==> config.mk <==
export PLATFORM = sky130hd
export DESIGN_NAME = md5_crack_ctrl
export DESIGN_NICKNAME = d
export VERILOG_FILES = /design/src/rtl/md5_crack_ctrl.sv
export SDC_FILE = /design/constraint.sdc
export NUM_CORES = 1
export LEC_CHECK = 0
export BUFFER_PORTS_ARGS = -buffer_cell sky130_fd_sc_hd__buf_2
export CAP_MARGIN = 40
export CORE_AREA = 2 2 265 267
export DETAILED_ROUTE_END_ITERATION = 6
export DIE_AREA = 0 0 267 269
export PLACE_DENSITY = 0.42
export SYNTH_ARGS = -nofsm -noshare
export SYNTH_HDL_FRONTEND = slang
export SYNTH_SLANG_ARGS = --single-unit
==> constraint.sdc <==
create_clock -name clk -period 3.8 [get_ports clk]
set_input_delay 0.38 -clock clk [delete_from_list [all_inputs] [get_ports clk]]
set_output_delay 0.38 -clock clk [all_outputs]
set_load 0.05 [all_outputs]
==> src/rtl/md5_crack_ctrl.sv <==
// md5_crack_ctrl: drives LANES hash cores over disjoint decimal ranges and reports the first digest match.
module md5_crack_ctrl #(
  parameter int LANES = 2,
  parameter int DIGITS = 8,
  parameter int CLK_PER_MS = 100000,
  parameter int TIME_DIGITS = 7
) (
  input  logic                    clk,
  input  logic                    rst,
  input  logic                    start,
  input  logic                    abort,
  input  logic [127:0]            target,
  output logic [64*LANES-1:0]     core_msg,
  output logic [LANES-1:0]        core_new,
  input  logic [LANES-1:0]        core_valid,
  input  logic [128*LANES-1:0]    core_digest,
  output logic                    busy,
  output logic                    found,
  output logic                    exhausted,
  output logic [8*DIGITS-1:0]     passwd,
  output logic [8*DIGITS-1:0]     progress,
  output logic [4*TIME_DIGITS-1:0] elapsed_ms
);
  localparam int W = 4*DIGITS;
  localparam int TW = 4*TIME_DIGITS;
  localparam int TB = $clog2(CLK_PER_MS+1);
  localparam int SPAN = 10**DIGITS / LANES;
  function automatic logic [W-1:0] to_bcd(int v);
    logic [W-1:0] r;
    int x;
    r = '0;
    x = v;
    for (int j = 0; j < DIGITS; j++) begin
      r[4*j +: 4] = 4'(x % 10);
      x = x / 10;
    end
    return r;
  endfunction
  // off=0 gives each lane's first candidate, off=1 its last
  function automatic logic [LANES-1:0][W-1:0] lane_bcd(int off);
    logic [LANES-1:0][W-1:0] r;
    for (int l = 0; l < LANES; l++) r[l] = to_bcd((l+off)*SPAN - off);
    return r;
  endfunction
  function automatic logic [W-1:0] cnt_inc(logic [W-1:0] v);
    logic [W-1:0] r;
    logic c;
    r = v;
    c = 1'b1;
    for (int j = 0; j < DIGITS; j++)
      if (c) begin
        c = r[4*j +: 4] == 4'd9;
        r[4*j +: 4] = c ? 4'd0 : r[4*j +: 4] + 4'd1;
      end
    return r;
  endfunction
  function automatic logic [TW-1:0] el_inc(logic [TW-1:0] v);
    logic [TW-1:0] r;
    logic c;
    r = v;
    c = 1'b1;
    for (int j = 0; j < TIME_DIGITS; j++)
      if (c) begin
        c = r[4*j +: 4] == 4'd9;
        r[4*j +: 4] = c ? 4'd0 : r[4*j +: 4] + 4'd1;
      end
    return r;
  endfunction
  function automatic logic [8*DIGITS-1:0] ascii(logic [W-1:0] v);
    logic [8*DIGITS-1:0] r;
    for (int j = 0; j < DIGITS; j++) r[8*j +: 8] = {4'h3, v[4*j +: 4]};
    return r;
  endfunction
  localparam logic [LANES-1:0][W-1:0] BASE = lane_bcd(0);
  localparam logic [LANES-1:0][W-1:0] LAST = lane_bcd(1);
  localparam logic [TW-1:0] ALL9 = {TIME_DIGITS{4'h9}};
  typedef enum logic [1:0] {IDLE, RUN, FOUND, EXHAUSTED} state_t;
  state_t state, nxt;
  logic [127:0] tgt;
  logic [LANES-1:0][W-1:0] cnt;
  logic [LANES-1:0] done, act, hit, fin;
  logic [W-1:0] pw, win;
  logic [TB-1:0] tick;
  logic wrap, go, all_done;
  always_ff @(posedge clk)
    if (rst) state <= IDLE;
    else state <= nxt;
  // lane loop runs high to low so the lowest matching lane wins
  always_comb begin
    act = state == RUN ? core_valid & ~done : '0;
    hit = '0;
    fin = '0;
    win = '0;
    for (int i = LANES-1; i >= 0; i--) begin
      hit[i] = act[i] && core_digest[128*i +: 128] == tgt;
      fin[i] = act[i] && cnt[i] == LAST[i];
      if (hit[i]) win = cnt[i];
    end
    all_done = &(done | fin);
    go = start && !abort && state != RUN;
    wrap = tick == TB'(CLK_PER_MS-1);
    nxt = abort ? IDLE :
          go ? RUN :
          state == RUN && |hit ? FOUND :
          state == RUN && all_done ? EXHAUSTED : state;
  end
  always_ff @(posedge clk)
    if (rst) begin
      core_new <= '0;
      cnt <= '0;
      done <= '0;
      tick <= '0;
      elapsed_ms <= '0;
      pw <= '0;
      tgt <= '0;
    end else begin
      core_new <= '0;
      if (go) begin
        tgt <= target;
        cnt <= BASE;
        done <= '0;
        tick <= '0;
        elapsed_ms <= '0;
        pw <= '0;
        core_new <= '1;
      end else if (state == RUN) begin
        tick <= wrap ? '0 : tick + 1'b1;
        if (wrap && elapsed_ms != ALL9) elapsed_ms <= el_inc(elapsed_ms);
        if (!abort && |hit) pw <= win;
        else if (!abort)
          for (int i = 0; i < LANES; i++)
            if (act[i]) begin
              if (fin[i]) done[i] <= 1'b1;
              else begin
                cnt[i] <= cnt_inc(cnt[i]);
                core_new[i] <= 1'b1;
              end
            end
      end
    end
  always_comb begin
    core_msg = {LANES{ {8{8'h30}} }};
    for (int i = 0; i < LANES; i++) core_msg[64*i +: 8*DIGITS] = ascii(cnt[i]);
  end
  assign busy = state == RUN;
  assign found = state == FOUND;
  assign exhausted = state == EXHAUSTED;
  assign passwd = ascii(pw);
  assign progress = ascii(cnt[0]);
endmodule
# Word level (Yosys, flattened, before mapping)
# Cells that the tools add are included.
[word_totals]
regBits = 275
input_bits = 390
elab_cells = 346
[classes]
add_sub_neg = 24
eq_ne = 36
mux = 199
bitwise_logic = 7
n_reduce_logical = 48
[op_table]
columns = ["op", "count"]
rows = [
  ["$eq 128x128->1", 2],
  ["$mux 63", 4],
  ["$mux 1", 144],
  ["$mux 4", 36],
  ["$mux 32", 4],
  ["$add 4x1->4 const B", 23],
  ["$eq 4x4->1 const B", 23],
  ["$reduce_and 6->1", 15],
  ["$mux 31", 2],
  ["$eq 32x31->1 const B", 1],
  ["$eq 32x32->1 const B", 1],
  ["$ne 28x28->1 const B", 1],
  ["$reduce_and 5->1", 4],
  ["$reduce_and 3->1", 6],
  ["$add 17x1->17 const B", 1],
  ["$eq 17x17->1 const B", 1],
  ["$mux 17", 1],
  ["$mux 2", 7],
  ["$logic_and 1x1->1", 10],
  ["$reduce_bool 2->1", 4],
  ["$ne 2x1->1 const B", 3],
  ["$reduce_and 2->1", 3],
  ["$reduce_or 2->1", 3],
  ["$eq 2x2->1 const B", 2],
  ["other kinds (10)", 13],
]

# Longest topological paths before layout
# Gate-level depths: netlist of the first run.
[depth]
word_depth = 66
mapped_depth = 12

# Worst setup path after synthesis of the first run
# Ideal clock, no wire load.
[synth_timing]
path_type = "register -> register"
startpoint = "register cnt (netlist bit core_msg[11])"
endpoint = "register cnt (netlist bit core_msg[25])"
t_arrival_ns = 2.575
setup_slack_ns = 1.110
stages_incl_launch_ff = 10
path_buffers = 1
period_less_slack_ns = 2.690
cell_sequence = "dfxtp_1 nor3b_2 nand4_2 nor4_4 nand3_1 nand2_1 or4_1 clkbuf_1 nor4b_1 o21a_1"
[synth_via]
elab_chain_len = 18
word_cells_on_any_way = 21
[synth_rtl]
columns = ["element", "line_no", "rtl"]
rows = [
  ["from (decl)", "80", "logic [LANES-1:0][W-1:0] cnt;"],
  ["from (signal, indexed assignment)", "135", "cnt[i] <= cnt_inc(cnt[i]);"],
  ["$eq 4x4->1", "52", "c = r[4*j +: 4] == 4'd9;"],
  ["$mux 1", "51", "if (c) begin"],
  ["$mux 1", "133", "if (fin[i]) done[i] <= 1'b1;"],
  ["$mux 1", "132", "if (act[i]) begin"],
  ["$mux 1", "130", "else if (!abort)"],
  ["$mux 1", "129", "if (!abort && |hit) pw <= win;"],
  ["$mux 1", "126", "end else if (state == RUN) begin"],
  ["$mux 1", "118", "if (go) begin"],
  ["[... 2 more ...]", "-", ""],
  ["$mux 1", "133", ""],
  ["$mux 1", "132", ""],
  ["$mux 1", "130", ""],
  ["$mux 1", "129", ""],
  ["$mux 1", "126", ""],
  ["$mux 1", "118", ""],
  ["$mux 1", "108", "if (rst) begin"],
  ["$reduce_and 6->1 (no line) (*)", "-", ""],
]
# Mark *: on every way between the ends. The rest lies on a longest branch, timed or not. The select of a mux whose other input is x is not followed.
# A chain may end at the register's enable or synchronous reset.

# Final worst setup path of the first run
[layout_timing]
startpoint = "register tgt[73]"
endpoint = "register pw[30]"
[layout_via]
elab_chain_len = 5
word_cells_on_any_way = 9
[layout_rtl]
columns = ["element", "line_no", "rtl"]
rows = [
  ["from (decl)", "79", "logic [127:0] tgt;"],
  ["from (signal assigned)", "119", "tgt <= target;"],
  ["$eq 128x128->1", "95", "hit[i] = act[i] && core_digest[128*i +: 128] == tgt;"],
  ["$logic_and 1x1->1", "95", ""],
  ["$reduce_or 2->1", "129", ""],
  ["$logic_and 1x1->1", "129", ""],
  ["$reduce_and 2->1 (no line)", "-", ""],
  ["to (signal assigned)", "129", ""],
  ["to (decl)", "82", "logic [W-1:0] pw, win;"],
]
# Parallel ways exist; a longest one is shown, timed or not.

==> results of run 1 <==
-- final cells by class --
cell class	count	area, um2
diodes	13	32.5
clock buffers	54	1080
clock inverters	12	86.3
fillers	7611	48900
inverters	26	97.6
multi-input cells	1541	9180
flip-flops and latches	275	5510
well taps	940	1180
repair buffers	600	3240
-- power by group --
part / internal (mW) / switching (mW)
Combinational: 0.368 / 0.776
Clock: 1.98 / 1.49
Sequential: 2.95 / 0.107
-- stage by stage --
stage / cell area (um2) / power [mW] / worst slack [ns]
after floorplan: 16300 / 3.85 / 1.11
after global placement: 19100 / 4.27 / 0.00719
after detailed placement: 19200 / 4.27 / 0.212
after CTS: 20400 / 7.80 / 0.282
after global routing: 20400 / 7.97 / 0.0846
final: 20400 / 7.67 / 0.298
-- routing by layer --
metal / GRT usage, % / vias to the layer above / part of all wire [%]
met3: 4.53 / 140 / 6.3
met1: 24.9 / 7599 / 41
met2: 37.3 / 607 / 50
met4: 6.86 / 24 / 3.0
li1: - / 7499 / -
met5: 0 / - / 0.18
-- worst register-to-register path, delay by kind of cell, from the launching register on --
family,cells,cell delay [ns]
DFF,1,0.52
and+or+nand+nor,4,1.74
AOI/OAI and AO/OA,3,0.61
buffers and inverters,2,0.46
xor gates and xnor gates,1,0.12
-- cell usage after synthesis, drive strengths merged (3+ instances only) --
master	count	area [um2]
nand3b	28	210
and2	6	38.8
nand4b	7	61.3
nand4	63	419
o21ai	88	440
and2b	3	23.8
nand3	52	265
nor4	51	392
dfxtp	275	5510
and3	9	57.6
nor3b	15	138
clkbuf	75	284
nand2b	7	46.3
o21a	6	45.0
or3	10	62.6
and4bb	3	37.5
a21oi	205	1030
or4	7	52.6
inv	26	97.6
nor4b	10	100
or4b	3	30.0
nor4bb	4	40.0
nor2	82	308
and4b	3	30.0
a21o	5	37.5
xor2	153	1340
a31o	6	52.6
buf	179	1310
and4	7	62.6
nor3	23	130
nand2	322	1210
mux2i	17	170
nor2b	29	181
a31oi	16	115
xnor2	141	1230
o31ai	6	45.0
and3b	5	43.8
-- path summary, 6_finish.rpt --
path | depth (start not counted) | from | slack [ns] | endpoint
worst max-delay path | 10 | tgt[73] | 0.30 | pw[30]
worst min-delay path | 3 | target[8] | 0.04 | tgt[8]
worst max register to register | 10 | tgt[73] | 0.30 | pw[30]
worst min register to register | 2 | tick[1] | 0.48 | tick[1]
-- cells by family after synthesis --
logic type | after synthesis | share of synthesized area [%]
AND/OR/NAND/NOR | 754 | 25.1
other | 2 | 0.0473
multiplexers | 18 | 1.14
buffers and inverters | 281 | 10.7
AO/OA/AOI/OAI | 346 | 12.0
adder cells (fa/ha/maj) | 1 | 0.0789
flip-flops | 275 | 34.7
XOR/XNOR | 294 | 16.2
-- flip-flops by register name, indices dropped and copies added, names as in the netlist --
signal      flops
pw             32
core_msg       64
tgt           128
tick           17
done            2
elapsed_ms     28
state           2
core_new        2
==> results.json, run 1 <==
{
  "ys_warn_count": 0,
  "ys_seq_area_share_pct": 34.7,
  "htree_levels": 2,
  "syn_inst": 1971,
  "clockRootBuffer": "clkbuf_16",
  "tightest_slew_ns": 0.846,
  "final_util_pct": 29.4,
  "finalSetupViolCount": 0,
  "drt_first_pass_iters": 6,
  "netlist_area_um2": 15900,
  "worst-setup-path-type": "reg2reg",
  "fin_crit_ns": 3.50,
  "finClkSkew_ns": 0.0270,
  "worstPathMaxFanout": 67,
  "max_freq_mhz": 286,
  "fin_tns_setup_ns": 0,
  "synth_top_flop_cell": "dfxtp_1",
  "hold_viol": 0,
  "grt.total_usage_pct": 20.9,
  "ys_ff_latch": 275,
  "wl_per_cell_um": 22.9,
  "gp_congestion": 0.906,
  "drt_iter0_markers": 995,
  "fin_nets": 2873,
  "cts_resized": 0,
  "grt_pass1_vias": 15100,
  "critPathTopFamily": "simple AND/OR/NAND/NOR gates",
  "grt_max_degree": 136,
  "drc_errors": 0,
  "cpMaxStageDelayCell": "nor4_1",
  "coreArea_um2": 69300,
  "die_w_um": 267,
  "max_slew_margin_pct": 43.6,
  "ios": 679,
  "holdBufCountCts": 0,
  "drt-total-wl_um": 79100,
  "via_count": 15900,
  "critPathRequiredTime_ns": 4.29,
  "ant_nets": 0,
  "clock-sinks": 275,
  "drive_gt1_share_pct": 28.1,
  "crit_buf_inv": 2,
  "hold_path.class": "in2reg",
  "p_per_area_nw_per_um2": 376,
  "cts_setup_buffers": 0,
  "syn_avg_cell_area_um2": 8.05,
  "grt_setup_unrepaired": "false",
  "async_flop_share_pct": 0,
  "die_area_um2": 71800,
  "ir_drop_uv": 242,
  "p_leak_nw": 8.67,
  "final_cell_count_no_fill": 3461,
  "cap_violations": 0,
  "final_common_cell": "buf_2",
  "hold_slack_ns": 0.0449,
  "die_h_um": 269,
  "tritoncts.num_buffers": 38,
  "cp_cell_sequence": "xor2_1 -> nor4_1 -> nand4_1 -> nor4_1 -> nand4_1 -> buf_12 -> a21oi_2 -> buf_12 -> o21ai_0 -> a21oi_1",
  "slowest_delay_ns": 0.64,
  "start_util_pct": 22.9,
  "period_share_pct": 92.2,
  "grt_pass1_wl_um": 108000,
  "cts_max_path_buffers": 3,
  "syn2layout_area_growth_pct": 28.6,
  "insertion_delay_ns": 0.57,
  "via_per_inst": 4.59,
  "synth-edff-count": 0,
  "end_kind": "flop",
  "clkTransAtPathRegs_ns": 0.06,
  "io_buffers": 550,
  "final_cell_mix": "551 x buf_2, 322 x nand2_1, 275 x dfxtp_1, 203 x a21oi_1, 153 x xor2_1",
  "status": "finished, final reports clean",
  "crit_arrival_ns": 4.00,
  "dp.cells": 3382,
  "drv_slew": 0,
  "tritoncts": "done",
  "post-dp-hpwl_um": 63300,
  "netlist-cell-type-count": 75,
  "worst_setup_path_start_kind": "flop",
  "rows": 97,
  "grt-ovfl-total": 0,
  "antenna_found_initial": 42
}
No activity file was read; power rests on OpenSTA's default activity.
==> run 2, diff against run 1 <==
--- a/config.mk
+++ b/config.mk
@@ -5,12 +5,13 @@
 export SDC_FILE = /design/constraint.sdc
 export NUM_CORES = 1
 export LEC_CHECK = 0
+export ABC_AREA = 1
 export BUFFER_PORTS_ARGS = -buffer_cell sky130_fd_sc_hd__buf_2
 export CAP_MARGIN = 40
 export CORE_AREA = 2 2 265 267
 export DETAILED_ROUTE_END_ITERATION = 6
 export DIE_AREA = 0 0 267 269
-export PLACE_DENSITY = 0.42
+export PLACE_DENSITY = 0.44
 export SYNTH_ARGS = -nofsm -noshare
 export SYNTH_HDL_FRONTEND = slang
 export SYNTH_SLANG_ARGS = --single-unit
==> results.json, run 2 <==
{
  "status": "finished, final reports clean",
  "final_common_cell": "buf_2",
  "worst_slack_ns": 0.964,
  "via_count": 17200,
  "r2r-start": "tgt[85]",
  "drt_iter0_markers": 888,
  "clockRootBuffer": "clkbuf_16",
  "finalPower_mw": 7.98,
  "yosys-top-cells-count": "496 x nor2_1, 495 x nand2_1, 275 x dfxtp_1",
  "ir_drop_uv": 308,
  "netlist_area_um2": 17100,
  "fin_nets": 3479,
  "worst-setup-path-type": "reg2reg",
  "synth_top_cell_area_share_pct": 32.2,
  "final_util_pct": 31.0,
  "yosysMostFrequentCell": "nor2_1",
  "post-dp-hpwl_um": 53200,
  "worstPathMaxFanout": 20,
  "ys_seq_area_share_pct": 32.2,
  "tightest_slew_ns": 0.780,
  "ios": 679,
  "async_flop_share_pct": 0,
  "p_per_area_nw_per_um2": 372,
  "antenna_found_initial": 19,
  "grt_pass1_wl_um": 99800,
  "ys_ff_latch": 275,
  "slowest_delay_ns": 0.33,
  "grt_setup_unrepaired": "false",
  "ant_nets": 0,
  "wl_per_cell_um": 16.7,
  "tritoncts.num_buffers": 39,
  "rows": 97,
  "ys_warn_count": 0,
  "max_freq_mhz": 353,
  "synth_top_flop_cell": "dfxtp_1",
  "insertion_delay_ns": 0.56,
  "syn_inst": 2587,
  "grt_pass1_vias": 16500,
  "drc_errors": 0,
  "cap_violations": 0,
  "htree_levels": 2,
  "met1Wirelength_um": 30300,
  "clock-sinks": 275,
  "crit_buf_inv": 2,
  "critPathTopFamily": "simple AND/OR/NAND/NOR gates",
  "syn_avg_cell_area_um2": 6.62,
  "hold_viol": 0,
  "cts_max_path_buffers": 3,
  "coreArea_um2": 69300,
  "hold_path.class": "in2reg",
  "cts_resized": 0,
  "met2WireLength_um": 31700,
  "p_leak_nw": 9.29,
  "top_register": "tgt",
  "netlist-cell-type-count": 44,
  "grt.total_usage_pct": 18.3,
  "largest_register_ffs": 128,
  "post-place-ws_ns": 0.736,
  "wl_met3_um": 4370,
  "die_area_um2": 71800,
  "holdBufCountCts": 0,
  "drv_slew": 0,
  "period_share_pct": 74.6,
  "clkTransAtPathRegs_ns": 0.06,
  "gp_congestion": 0.874,
  "synth_area_leaders": "dfxtp_1 32%, xnor2_1 12%, nor2_1 11%",
  "critPathRequiredTime_ns": 4.28,
  "grt_max_degree": 163,
  "die_w_um": 267,
  "start_util_pct": 24.7,
  "routed.top_layer": "met5",
  "hp-start": "target[8]",
  "finalSetupViolCount": 0,
  "die_h_um": 269,
  "end_kind": "flop",
  "yosys.area.top_type": "dfxtp_1",
  "syn2layout_area_growth_pct": 25.4,
  "final_cell_mix": "550 x buf_2, 495 x nor2_1, 494 x nand2_1, 275 x dfxtp_1, 227 x inv_1",
  "io_buffers": 550,
  "startpoint": "tgt[85]",
  "cpMaxStageDelayCell": "dfxtp_1",
  "tritoncts": "done",
  "synth-edff-count": 0,
  "max_slew_margin_pct": 48.0,
  "fin_tns_setup_ns": 0,
  "crit_path_frequent_cell": "nand2_1",
  "crit_arrival_ns": 3.32,
  "cp_cell_sequence": "xnor2_1 -> nand2_1 -> nor2_1 -> nand2_1 -> nor2_1 -> nand2_1 -> nor2_1 -> nand3_2 -> nand2_1 -> nand2_2 -> inv_2 -> buf_12 -> o211ai_1 -> a21oi_1",
  "grt-ovfl-total": 0,
  "drt-total-wl_um": 67800,
  "drive_gt1_share_pct": 21.4,
  "worst_setup_path_start_kind": "flop",
  "finClkSkew_ns": 0.0183,
  "via_per_inst": 4.24,
  "cts_setup_buffers": 0,
  "fin_crit_ns": 2.84,
  "drt_first_pass_iters": 5
}
==> run 2: changes by cell type in the layout (fill, tap and decap cells not counted), moves of 34 or more <==
| cell | before | now |
|---|---|---|
| a21oi_1 | 203 | 129 |
| xor2_1 | 153 | 18 |
| o211ai_1 | 2 | 36 |
| nand2_1 | 322 | 494 |
| nor4_1 | 45 | 11 |
| inv_1 | 25 | 227 |
| nor2_1 | 81 | 495 |
| o21ai_0 | 86 | 209 |
| xnor2_1 | 141 | 226 |
==> run 2: logic make-up after synthesis <==
logic type               Yosys count  synth area share, %
flip-flops                       275                 32.2
buffers and inverters            477                 14.3
other                              2               0.0439
AND/OR/NAND/NOR                 1196                 28.8
adder cells (fa/ha/maj)            1               0.0731
XOR/XNOR                         244                 12.5
AO/OA/AOI/OAI                    392                 12.2
==> run 2: final timing paths <==
| path | endpoint | slack, ns | cells past startpoint |
|---|---|---|---|
| worst max-delay path | pw[28] | 0.96 | 14 |
| worst min-delay path | tgt[8] | 0.06 | 3 |
| worst max register to register | pw[28] | 0.96 | 14 |
| worst min register to register | pw[5] | 0.46 | 2 |
==> run 2: area by class of cell <==
class / instances / area, um2
fill: 7788 / 47800
multi-input combinational: 1961 / 9670
sequential: 275 / 5510
timing repair buffer: 575 / 3000
tap: 940 / 1180
clock buffer: 60 / 1130
inverter: 236 / 891
clock inverter: 5 / 71.3
antenna: 10 / 25.0
==> run 2: metal layers <==
layer,global-route usage (%),vias up
met1,23.1,7730
met5,0,-
met4,4.87,12
li1,-,8947
met2,30.8,462
met3,4.64,84
==> run 2: through the flow <==
step                area [um2]  cells  hold WS [ns]
detailed placement       20200   3987         0.456
global route             21500   4060        0.0633
finish                   21500   4062        0.0641
global placement         20200   3986         0.456
floorplan                17600   2713         0.449
CTS                      21400   4052        0.0199
==> run 2: power breakdown <==
part / leakage (nW) / internal [mW] / switching [mW] / total (mW)
Sequential: 2.24 / 2.98 / 0.107 / 3.09
Combinational: 6.46 / 0.483 / 0.863 / 1.35
Clock: 0.586 / 2.12 / 1.43 / 3.55
Total: 9.29 / 5.58 / 2.40 / 7.98
==> run 2: tightest hold or removal path: stages <==
cell and delay [ns]:
buf_2 0.07, o21ai_0 0.07, nor2_1 0.07
==> run 3, diff against run 2 <==
==> config.mk (replaced) <==
export PLATFORM = sky130hd
export DESIGN_NAME = md5_crack_ctrl
export DESIGN_NICKNAME = d
export VERILOG_FILES = /design/src/rtl/md5_crack_ctrl.sv
export SDC_FILE = /design/constraint.sdc
export NUM_CORES = 1
export LEC_CHECK = 0
export ABC_AREA = 0
export BUFFER_PORTS_ARGS = -buffer_cell sky130_fd_sc_hd__buf_2
export CAP_MARGIN = 40
export CORE_AREA = 2 2 268 270
export DETAILED_ROUTE_END_ITERATION = 6
export DIE_AREA = 0 0 270 272
export PLACE_DENSITY = 0.41
export SYNTH_ARGS = -nofsm -noshare
export SYNTH_HDL_FRONTEND = slang
export SYNTH_SLANG_ARGS = --single-unit
==> constraint.sdc (replaced) <==
create_clock -name clk -period 2.75 [get_ports clk]
set_input_delay 0.275 -clock clk [delete_from_list [all_inputs] [get_ports clk]]
set_output_delay 0.275 -clock clk [all_outputs]
set_load 0.05 [all_outputs]
==> results.json, run 3 (same netlist as run 1, synthesis figures left out) <==
{
  "pwr-share-clk_pct": 46.6,
  "die_h_um": 272,
  "grt-ovfl-total": 0,
  "final_cell_mix": "551 x buf_2, 322 x nand2_1, 232 x dfxtp_1, 201 x a21oi_1, 185 x buf_4",
  "fill_cells": 7568,
  "start_util_pct": 22.4,
  "tritoncts.num_buffers": 39,
  "critPathRequiredTime_ns": 3.23,
  "insertion_delay_ns": 0.57,
  "fin_crit_ns": 2.75,
  "via_per_inst": 4.53,
  "hold_path.class": "in2reg",
  "drt-total-wl_um": 81300,
  "top_register": "tgt",
  "clkTransAtPathRegs_ns": 0.06,
  "sequentialPowerShare_pct": 36.4,
  "gp_congestion": 0.916,
  "worst_setup_path_start_kind": "flop",
  "post-dp-hpwl_um": 64600,
  "via_count": 17000,
  "die_w_um": 270,
  "wl_per_cell_um": 21.6,
  "status": "complete, but fails checks",
  "crit_arrival_ns": 3.24,
  "final_cell_area_um2": 24100,
  "grt_pass1_wl_um": 114000,
  "swShare_pct": 30.0,
  "ios": 679,
  "p_comb_share_pct": 16.9,
  "antenna_found_initial": 31,
  "worstPathMaxFanout": 10,
  "dp.cells": 3534,
  "cap_violations": 0,
  "final_cell_count_no_fill": 3761,
  "p_leak_nw": 10.4,
  "coreArea_um2": 70800,
  "finClkSkew_ns": 0.0239,
  "io_buffers": 550,
  "htree_levels": 2,
  "p_switching_mw": 3.46,
  "tightest_slew_ns": 0.745,
  "fin_tns_setup_ns": -0.00350,
  "ant_nets": 0,
  "violations": "setup timing",
  "cts_max_path_buffers": 3,
  "clockRootBuffer": "clkbuf_16",
  "drc_errors": 0,
  "worst-setup-path-type": "reg2reg",
  "final_util_pct": 34.0,
  "end_kind": "flop",
  "max_freq_mhz": 363,
  "register_area_um2": 5580,
  "largest_register_ffs": 128,
  "p_int_mw": 8.09,
  "clock-sinks": 275,
  "rows": 98,
  "hold_viol": 0,
  "multi_input_comb_area_um2": 9920,
  "p_per_area_nw_per_um2": 480,
  "drt_iter0_markers": 872,
  "max_slew_margin_pct": 49.6,
  "grt_pass1_vias": 16800,
  "die_area_um2": 73400,
  "period_share_pct": 100,
  "syn2layout_area_growth_pct": 51.7,
  "hold_slack_ns": 0.0152,
  "grt.total_usage_pct": 21.0,
  "tritoncts": "done",
  "grt_max_degree": 130,
  "post_dp_cell_area_um2": 20400,
  "drv_slew": 0,
  "drt_first_pass_iters": 5,
  "post-place-ws_ns": -0.618,
  "ir_drop_uv": 359,
  "finalPower_mw": 11.6,
  "fin_nets": 3163,
  "worst_slack_ns": -0.00350,
  "final_common_cell": "buf_2",
  "grt_setup_unrepaired": "true",
  "finalSetupViolCount": 1,
  "drive_gt1_share_pct": 35.9
}
run 3: cell count changes in the layout (fill, tap and decap cells not counted), sizes merged, moves of 20 or more:
cell	before	now
inv	238	27
a21oi	129	205
dlygate4sd3	0	122
nor2b	0	29
xor2	18	153
nor4	11	51
o21ai	213	88
buf	575	765
nor2	506	82
xnor2	226	141
nand3	72	52
nand2	503	322
o211ai	36	2
run 3: metal layers:
metal  track usage, %  wire length, um  vias to the layer above
met5                0              110                        -
met4             7.28             3160                       18
met3             4.20             4920                      154
met2             37.4            40200                      608
met1             25.0            32900                     8193
li1                 -                -                     8050
run 3: critical path, stage by stage, from the launching register on:
cell and delay [ns]:
dfxtp_1 0.44, xnor2_1 0.15, nand4_1 0.31, nor4_2 0.29, nand4_1 0.15, buf_6 0.16
buf_4 0.13, nor3_4 0.21, buf_12 0.15, buf_4 0.13, nor4b_4 0.05, buf_6 0.16
a31o_2 0.23, a21oi_1 0.11
run 3: final timing paths:
kind / startpoint / endpoint / slack, ns / cells past startpoint
setup / recovery: tgt[121] / core_msg[74] / -0.004 / 13
hold / removal: target[20] / tgt[20] / 0.02 / 3
setup reg to reg: tgt[121] / core_msg[74] / -0.004 / 13
hold reg to reg: tgt[43] / tgt[43] / 0.48 / 2
run 3: final cells by class:
type	count	share of cell area, %
sequential	275	23.2
antenna	9	0.0936
inverter	26	0.406
clock inverter	16	0.842
multi-input combinational	1541	41.2
timing repair buffer	889	24.5
tap	950	4.94
clock buffer	55	4.73
run 3: what timing repair did:
item | CTS | global route
pin swaps | 40 | 26
resized for setup | 101 | 78
hold buffers | 122 | 0
hold endpoints to repair | 122 | 0
cloned | 2 | 1
setup buffers | 16 | 15
setup endpoints to repair | 102 | 91
run 3: power groups by stage:
stage / Clock [mW] / Sequential [mW] / Combinational, mW
CTS: 5.57 / 4.20 / 1.94
global route: 5.69 / 4.22 / 2.07
floorplan: 0 / 4.26 / 1.06
detailed placement: 0 / 4.28 / 1.70
global placement: 0 / 4.28 / 1.69
finish: 5.39 / 4.21 / 1.95
